`src/rtl/cdc_rd_packer.sv`:
```
// rtl/cdc_rd_packer.sv - packs RATIO FIFO beats into one wide word with flush-driven partial words
// Read-domain consumer of the toggle-pointer CDC FIFO; one-word output register on a valid/ready port.
module cdc_rd_packer #(
  parameter int DWIDTH = 8,
  parameter int RATIO  = 4,
  localparam int NW    = $clog2(RATIO + 1)
) (
  input  logic                      clk,
  input  logic                      rst,
  input  logic                      in_rrdy,
  output logic                      in_ren,
  input  logic [DWIDTH-1:0]         in_rdata,
  input  logic                      flush,
  output logic                      out_valid,
  input  logic                      out_ready,
  output logic [DWIDTH*RATIO-1:0]   out_data,
  output logic [NW-1:0]             out_num
);

  localparam logic [NW-1:0] LAST = NW'(RATIO - 1);

  logic [NW-1:0]           cnt;
  logic [DWIDTH*RATIO-1:0] acc;
  logic [DWIDTH*RATIO-1:0] acc_next;
  logic                    flush_pend;
  logic                    slot_free;
  logic                    pop;
  logic                    word_done;
  logic                    flush_req;
  logic                    serve;

  assign slot_free = ~out_valid | out_ready;
  // The last lane may only be popped when the completed word has somewhere to go.
  assign in_ren    = ~rst & ((cnt < LAST) | slot_free);
  assign pop       = in_ren & in_rrdy;
  assign word_done = pop & (cnt == LAST);
  assign flush_req = flush_pend | flush;
  assign serve     = flush_req & slot_free & ((cnt != '0) | pop) & ~word_done;

  // Lanes above cnt are always zero, so this doubles as the outgoing word on complete or flush.
  always_comb begin
    acc_next = acc;
    for (int i = 0; i < RATIO; i++) begin
      if (pop && (cnt == NW'(i))) begin
        acc_next[i*DWIDTH +: DWIDTH] = in_rdata;
      end
    end
  end

  always_ff @(posedge clk or posedge rst) begin
    if (rst) begin
      cnt        <= '0;
      acc        <= '0;
      flush_pend <= 1'b0;
      out_valid  <= 1'b0;
      out_data   <= '0;
      out_num    <= '0;
    end else if (word_done) begin
      out_data   <= acc_next;
      out_num    <= NW'(RATIO);
      out_valid  <= 1'b1;
      cnt        <= '0;
      acc        <= '0;
      flush_pend <= 1'b0;
    end else if (serve) begin
      out_data   <= acc_next;
      out_num    <= cnt + NW'(pop);
      out_valid  <= 1'b1;
      cnt        <= '0;
      acc        <= '0;
      flush_pend <= 1'b0;
    end else begin
      if (pop) begin
        acc <= acc_next;
        cnt <= cnt + 1'b1;
      end
      if (out_valid && out_ready) begin
        out_valid <= 1'b0;
      end
      // A flush with nothing accumulated is dropped rather than producing an empty word.
      flush_pend <= flush_req & ((cnt != '0) | pop);
    end
  end

endmodule
```
`config.mk`:
```
export PLATFORM = sky130hd
export DESIGN_NAME = cdc_rd_packer
export DESIGN_NICKNAME = d
export VERILOG_FILES = /design/src/rtl/cdc_rd_packer.sv
export SDC_FILE = /design/constraint.sdc
export NUM_CORES = 1
export LEC_CHECK = 0
export ABC_AREA = 1
export ABC_CLOCK_PERIOD_IN_PS = 2200
export CAP_MARGIN = 40
export CORE_MARGIN = 1.5
export CORE_UTILIZATION = 25
export CTS_BUF_LIST = sky130_fd_sc_hd__clkbuf_8
export CTS_CLUSTER_DIAMETER = 60
export CTS_CLUSTER_SIZE = 28
export DETAILED_ROUTE_END_ITERATION = 7
export HOLD_SLACK_MARGIN = 0.05
export PLACE_DENSITY = 0.51
export SLEW_MARGIN = 20
export SYNTH_ARGS = -nofsm -noshare
export SYNTH_HDL_FRONTEND = slang
export SYNTH_SLANG_ARGS = --single-unit
```
`constraint.sdc`:
```
create_clock -name clk -period 2.2 [get_ports clk]
set_input_delay 0.55 -clock clk [delete_from_list [all_inputs] [get_ports clk]]
set_output_delay 0.55 -clock clk [all_outputs]
set_load 0.03 [all_outputs]
```
Word level (Yosys, flattened, before mapping)
Cells that the tools add are included.
Operators by class
  add/sub/neg operators: 2
  $lt $le $gt $ge: 1
  equality and inequality tests: 3
  multiplexer cells: 19
  bitwise gates (word level): 14
  reductions and logical operators: 10
Operator list (count)
  2-to-1 mux 32 bit: 5
  2-to-1 mux 8 bit: 4
  2-to-1 mux 3 bit: 5
  nonzero test 3 bit: 3
  AND 1 bit: 7
  equality test 3 x 2 -> 1 bit, second input constant: 2
  logical AND 1 bit: 5
  2-to-1 mux 1 bit: 5
  OR 1 bit: 4
  adder 3 x 1 -> 3 bit: 1
  adder 3 x 1 -> 3 bit, second input constant: 1
  equality test 3 x 1 -> 1 bit, second input constant: 1
  zero test 3 bit: 1
  less-than comparator 3 x 2 -> 1 bit, second input constant: 1
  inverter 1 bit: 3
  nonzero test 2 bit: 1
Storage, ports and cells
  register bits after elaboration: 72
  bits of input ports: 13
  output and inout bits: 37
  logic and storage cells: 55

Depth between registers and ports, before layout
  depth in word-level cells: 10
  depth in mapped cells: 12
  depth with buffers taken out: 12

Worst setup path after synthesis
OpenSTA, ideal clock, no wires.
  path type: in2reg
  start point: input rst
  end point: register flush_pend
  arrival: 2386 ps
  required time: 2078 ps
  path slack: -308 ps
  stages on the path: 6
  path buffers: 2
  cells stage by stage: inv_2 nand4_2 nand2_2 buf_6 buf_6 nor2_2
Between the ends
  longest elaborated chain between the ends: 8
  elaborated cells between the ends (all ways): 11
  classes of those cells: mux: 2; bitwise: 9
Ends and longest elaborated chain
  from (decl): RTL line 9  | input logic rst,
  inverter 1 bit *: RTL line 34  | assign in_ren = ~rst & ((cnt < LAST) | slot_free);
  AND 1 bit *: RTL line 34
  AND 1 bit *: RTL line 35  | assign pop = in_ren & in_rrdy;
  OR 1 bit / AND 1 bit (equally long branches): RTL line 38, 81, 36
  AND 1 bit / inverter 1 bit (equally long branches): RTL line 38  | assign serve = flush_req & slot_free & ((cnt != '0) | pop) & ~word_done;
  AND 1 bit: RTL line 38
  2-to-1 mux 1 bit: RTL line 65  | end else if (serve) begin
  2-to-1 mux 1 bit *: RTL line 58  | end else if (word_done) begin
  to (signal assigned): RTL line 81  | flush_pend <= flush_req & ((cnt != '0) | pop);
  to (decl): RTL line 25  | logic flush_pend;
Mark *: on every way between the ends. The rest lies on a longest branch, timed or not.
A chain may end at the register's enable or synchronous reset.

Worst setup path in the final report
  start point: input out_ready
  end point: output in_ren
Between the ends
  longest elaborated chain between the ends: 3
Ends and longest elaborated chain
  from (decl): RTL line 15  | input logic out_ready,
  OR 1 bit: RTL line 32  | assign slot_free = ~out_valid | out_ready;
  OR 1 bit: RTL line 34
  AND 1 bit: RTL line 34
  to (decl): RTL line 11  | output logic in_ren,
No other way between the ends.

==> metrics.md <==
| Metric | Value |
|---|---|
| FF/Latch Area | `roughly 0.0018 sq mm` |
| Crit path capture type | `primary output` |
| Cell chain of the critical path | `clkdlybuf4s50_1, nor2_2, nand2_4, nand2_1, inv_1, buf_4` |
| Share of cells above drive strength 1 | `12.8%` |
| Relative slew slack | `75.0%` |
| Hold WC Path Type | `reg2reg` |
| Drt total wl | `7850 microns` |
| Top_reg_cell synth | `dfrtp_1` |
| Die ar. | `0.0136 sq mm` |
| Worst hold start | `out_data[9]` |
| Post-synth cell types | `22` |
| Vias after detailed routing | `2478` |
| CTS Buf Count | `9` |
| Wire length per cell | `13.2 microns` |
| Post-DP HPWL | `about 5300 microns` |
| Leakage | `2.11 nW` |
| Top cells by count, synth | `nand2_1 (106), dfrtp_1 (72), nand3_1 (38)` |
| Initial drt markers | `around 130` |
| DRC viols | `0` |
| ANT cells | `0` |
| Cell count of the worst reg-to-reg path | `7` |
| Max IR drop VDD | `a little under 0.5 mV` |
| Final Hold Fails | `0` |
| Row count | `41` |
| Number of global-route vias before repair | `2450` |
| Yosys reg bits | `roughly 70` |
| Die H | `117 microns` |
| Max-Cap Viols | `0` |
| # IOs | `50` |
| CTS H-tree depth | `3` |
| Fin crit share | `95.4%` |
| Asr flop ratio synth | `100%` |
| RR Endpoint | `acc[14]` |
| I/O Buffers | `49` |
| CTS tree | `yes` |
| Initial core utilization | `25.6%` |
| Hold_ws | `0.504 ns` |
| Root buf cell | `clkbuf_8` |
| Synthesized Nets | `379` |
| Worst slew pin tran | `0.374 ns` |
| Ys Warns | `0` |
| CTS hold repair buffers | `0` |
| Pwr/cell area | `1160 mW/mm^2` |
| Finished layout cell area | `0.00423 sq mm` |
| Startpoint Class | `input pin` |
| Crit Path Class | `in2out` |
| Worst path bufs/invs | `3` |
| Outcome | `completed` |
| Delay-heaviest family, CP | `buffers and inverters` |
| Maximum root-to-sink buffer count | `2` |
| Tmin final | `2.10 ns` |
| Area contributors post-synth | `dfrtp_1 (56%), nand2_1 (12%), nand3_1 (5.9%), o21ai_0 (5.4%), nor2b_1 (4.6%)` |
| Area Growth Syn to Fin | `30.8%` |
| Clk sinks | `about 70` |
| Core Box Area | `between 0.01 and 0.015 sq mm` |
| CP required | `1.65 ns` |
| Fmax | `around 480 MHz` |
| Clock Latency Late Sink | `0.34 ns` |
| Global-route wire length before repair | `12600 microns` |
| Post-CTS setup buffers | `0` |
| Seq/Total Area, Yosys | `55.7%` |
| Slowest cell on crit path | `clkdlybuf4s50_1` |
| CTS resizes | `1` |
| GP Congestion | `0.773` |
| Via-to-Cell Ratio | `4.18` |
| Fin nets | `~440` |
| Top-count cell post-synth | `nand2_1` |
| Hold endpoint | `out_data[9]` |
| Post-route ant nets | `0` |
| Mapped Cells | `360` |
| EDFF count, synth | `0` |
| Crit Reg-Reg Startpoint | `cnt[1]` |
| Clock skew | `0.00485 ns` |
| Top cell type's share of synthesized area | `a little under three fifths` |
| DR pass1 iterations | `4` |
| CP arrival | `approximately 1.6 ns` |
| Largest stage delay, worst path | `0.42 ns` |
| Die W | `117 microns` |
| Filler cells | `1315` |
| Clock slew at reported path FFs | `0.07 ns` |
| # setup viols final | `0` |
| Synth Cell Area | `between 0.003 and 0.004 sq mm` |
| Final Max Slew Viols | `0` |
| Yosys top cell by area | `dfrtp_1` |
| R2R setup slack | `0.41 ns` |
| Placed inst area | `0.00401 sq mm` |
| Largest net degree at the start of global routing | `66` |
| Crit path depth | `6` |
| Area occupied by multi-input gates | `approximately 0.0012 sq mm` |
| Critical Path Fanout Max | `4` |
| Initial antenna violation count | `0` |
| Overall Global Routing Usage | `12.4%` |
| Mean Syn Cell Area | `around 9.0 sq um` |
| GR Overflow Total | `0` |
| WHS Path Cells | `2` |
| RSZ-0062 raised after global routing | `no` |
[worst min-delay path, cell delays in order, from the launching register on]
cell	delay, ns
dfrtp_1	0.34
nand3_1	0.07
nand2_1	0.06
[flip-flops by register name, summed over array words and instances, names as in the netlist]
signal      count
cnt             3
flush_pend      1
acc            32
out_valid       1
out_data       32
out_num         3
[per-layer routing]
layer | vias to the layer above | track usage [%] | routed length (microns)
li1 | 1240 | - | -
met1 | 1169 | 16.6 | 3730
met2 | 59 | 19.6 | 3690
met3 | 10 | 3.63 | 330
met4 | 0 | 3.78 | 93
met5 | - | 0 | 0
[per-stage QoR]
step	std cells	TNS, ns	power, mW	setup slack [ns]	util [%]
after CTS	592	0	4.98	0.0770	33.3
after detailed placement	577	-0.194	3.93	-0.0478	31.8
after global placement	577	-0.0280	3.90	-0.0228	31.8
after global routing	593	0	5.26	0.0284	33.5
after floorplan	360	0	3.17	0.136	-
final	593	0	4.90	0.101	33.5
[cell type report]
cell class                      count  share of cell area, %
Tap cell                          172                   5.09
Clock buffer                       10                   3.25
Multi-Input combinational cell    239                   28.6
Inverter                           30                   2.72
Timing Repair Buffer               65                   16.6
Clock inverter                      5                   1.15
Sequential cell                    72                   42.6
[worst max-delay path by stage]
stage,startpoint,to,slack [ns]
CTS,out_ready,in_ren,0.08
global route,out_ready,in_ren,0.03
detailed placement,out_ready,acc[14],-0.05
global placement,out_ready,out_valid,-0.02
floorplan,rst,flush_pend,0.14
finish,out_ready,in_ren,0.10
[placed cells by master (no fill, tap or decap), types with 4 or more instances in the layout]
| cell type | count |
|---|---|
| clkbuf_8 | 10 |
| o21ai_0 | 35 |
| nand3_1 | 38 |
| ha_1 | 6 |
| nand2_2 | 4 |
| clkdlybuf4s50_1 | 48 |
| nor2_2 | 11 |
| buf_4 | 10 |
| nand2_1 | 106 |
| inv_1 | 29 |
| buf_12 | 6 |
| dfrtp_1 | 72 |
| nor2b_1 | 24 |
| nor2_1 | 5 |
| nand4_2 | 4 |
[power by group]
part           total, mW  switching [mW]  internal [mW]
logic               2.07            1.25          0.818
clock network       1.02           0.478          0.539
registers           1.81           0.165           1.65
total               4.90            1.90           3.01
[cells by family (layout without fill, tap and decap cells)]
logic type / count (synthesis) / after routing / share of synthesized area [%]
xor+xnor: 1 / 1 / 0.271
simple gates: 197 / 197 / 29.3
compound gates: 35 / 35 / 5.42
fa+ha+maj: 6 / 6 / 2.32
buf+inv: 49 / 110 / 7.00
flops: 72 / 72 / 55.7
Power figures use the tool's default switching activity.
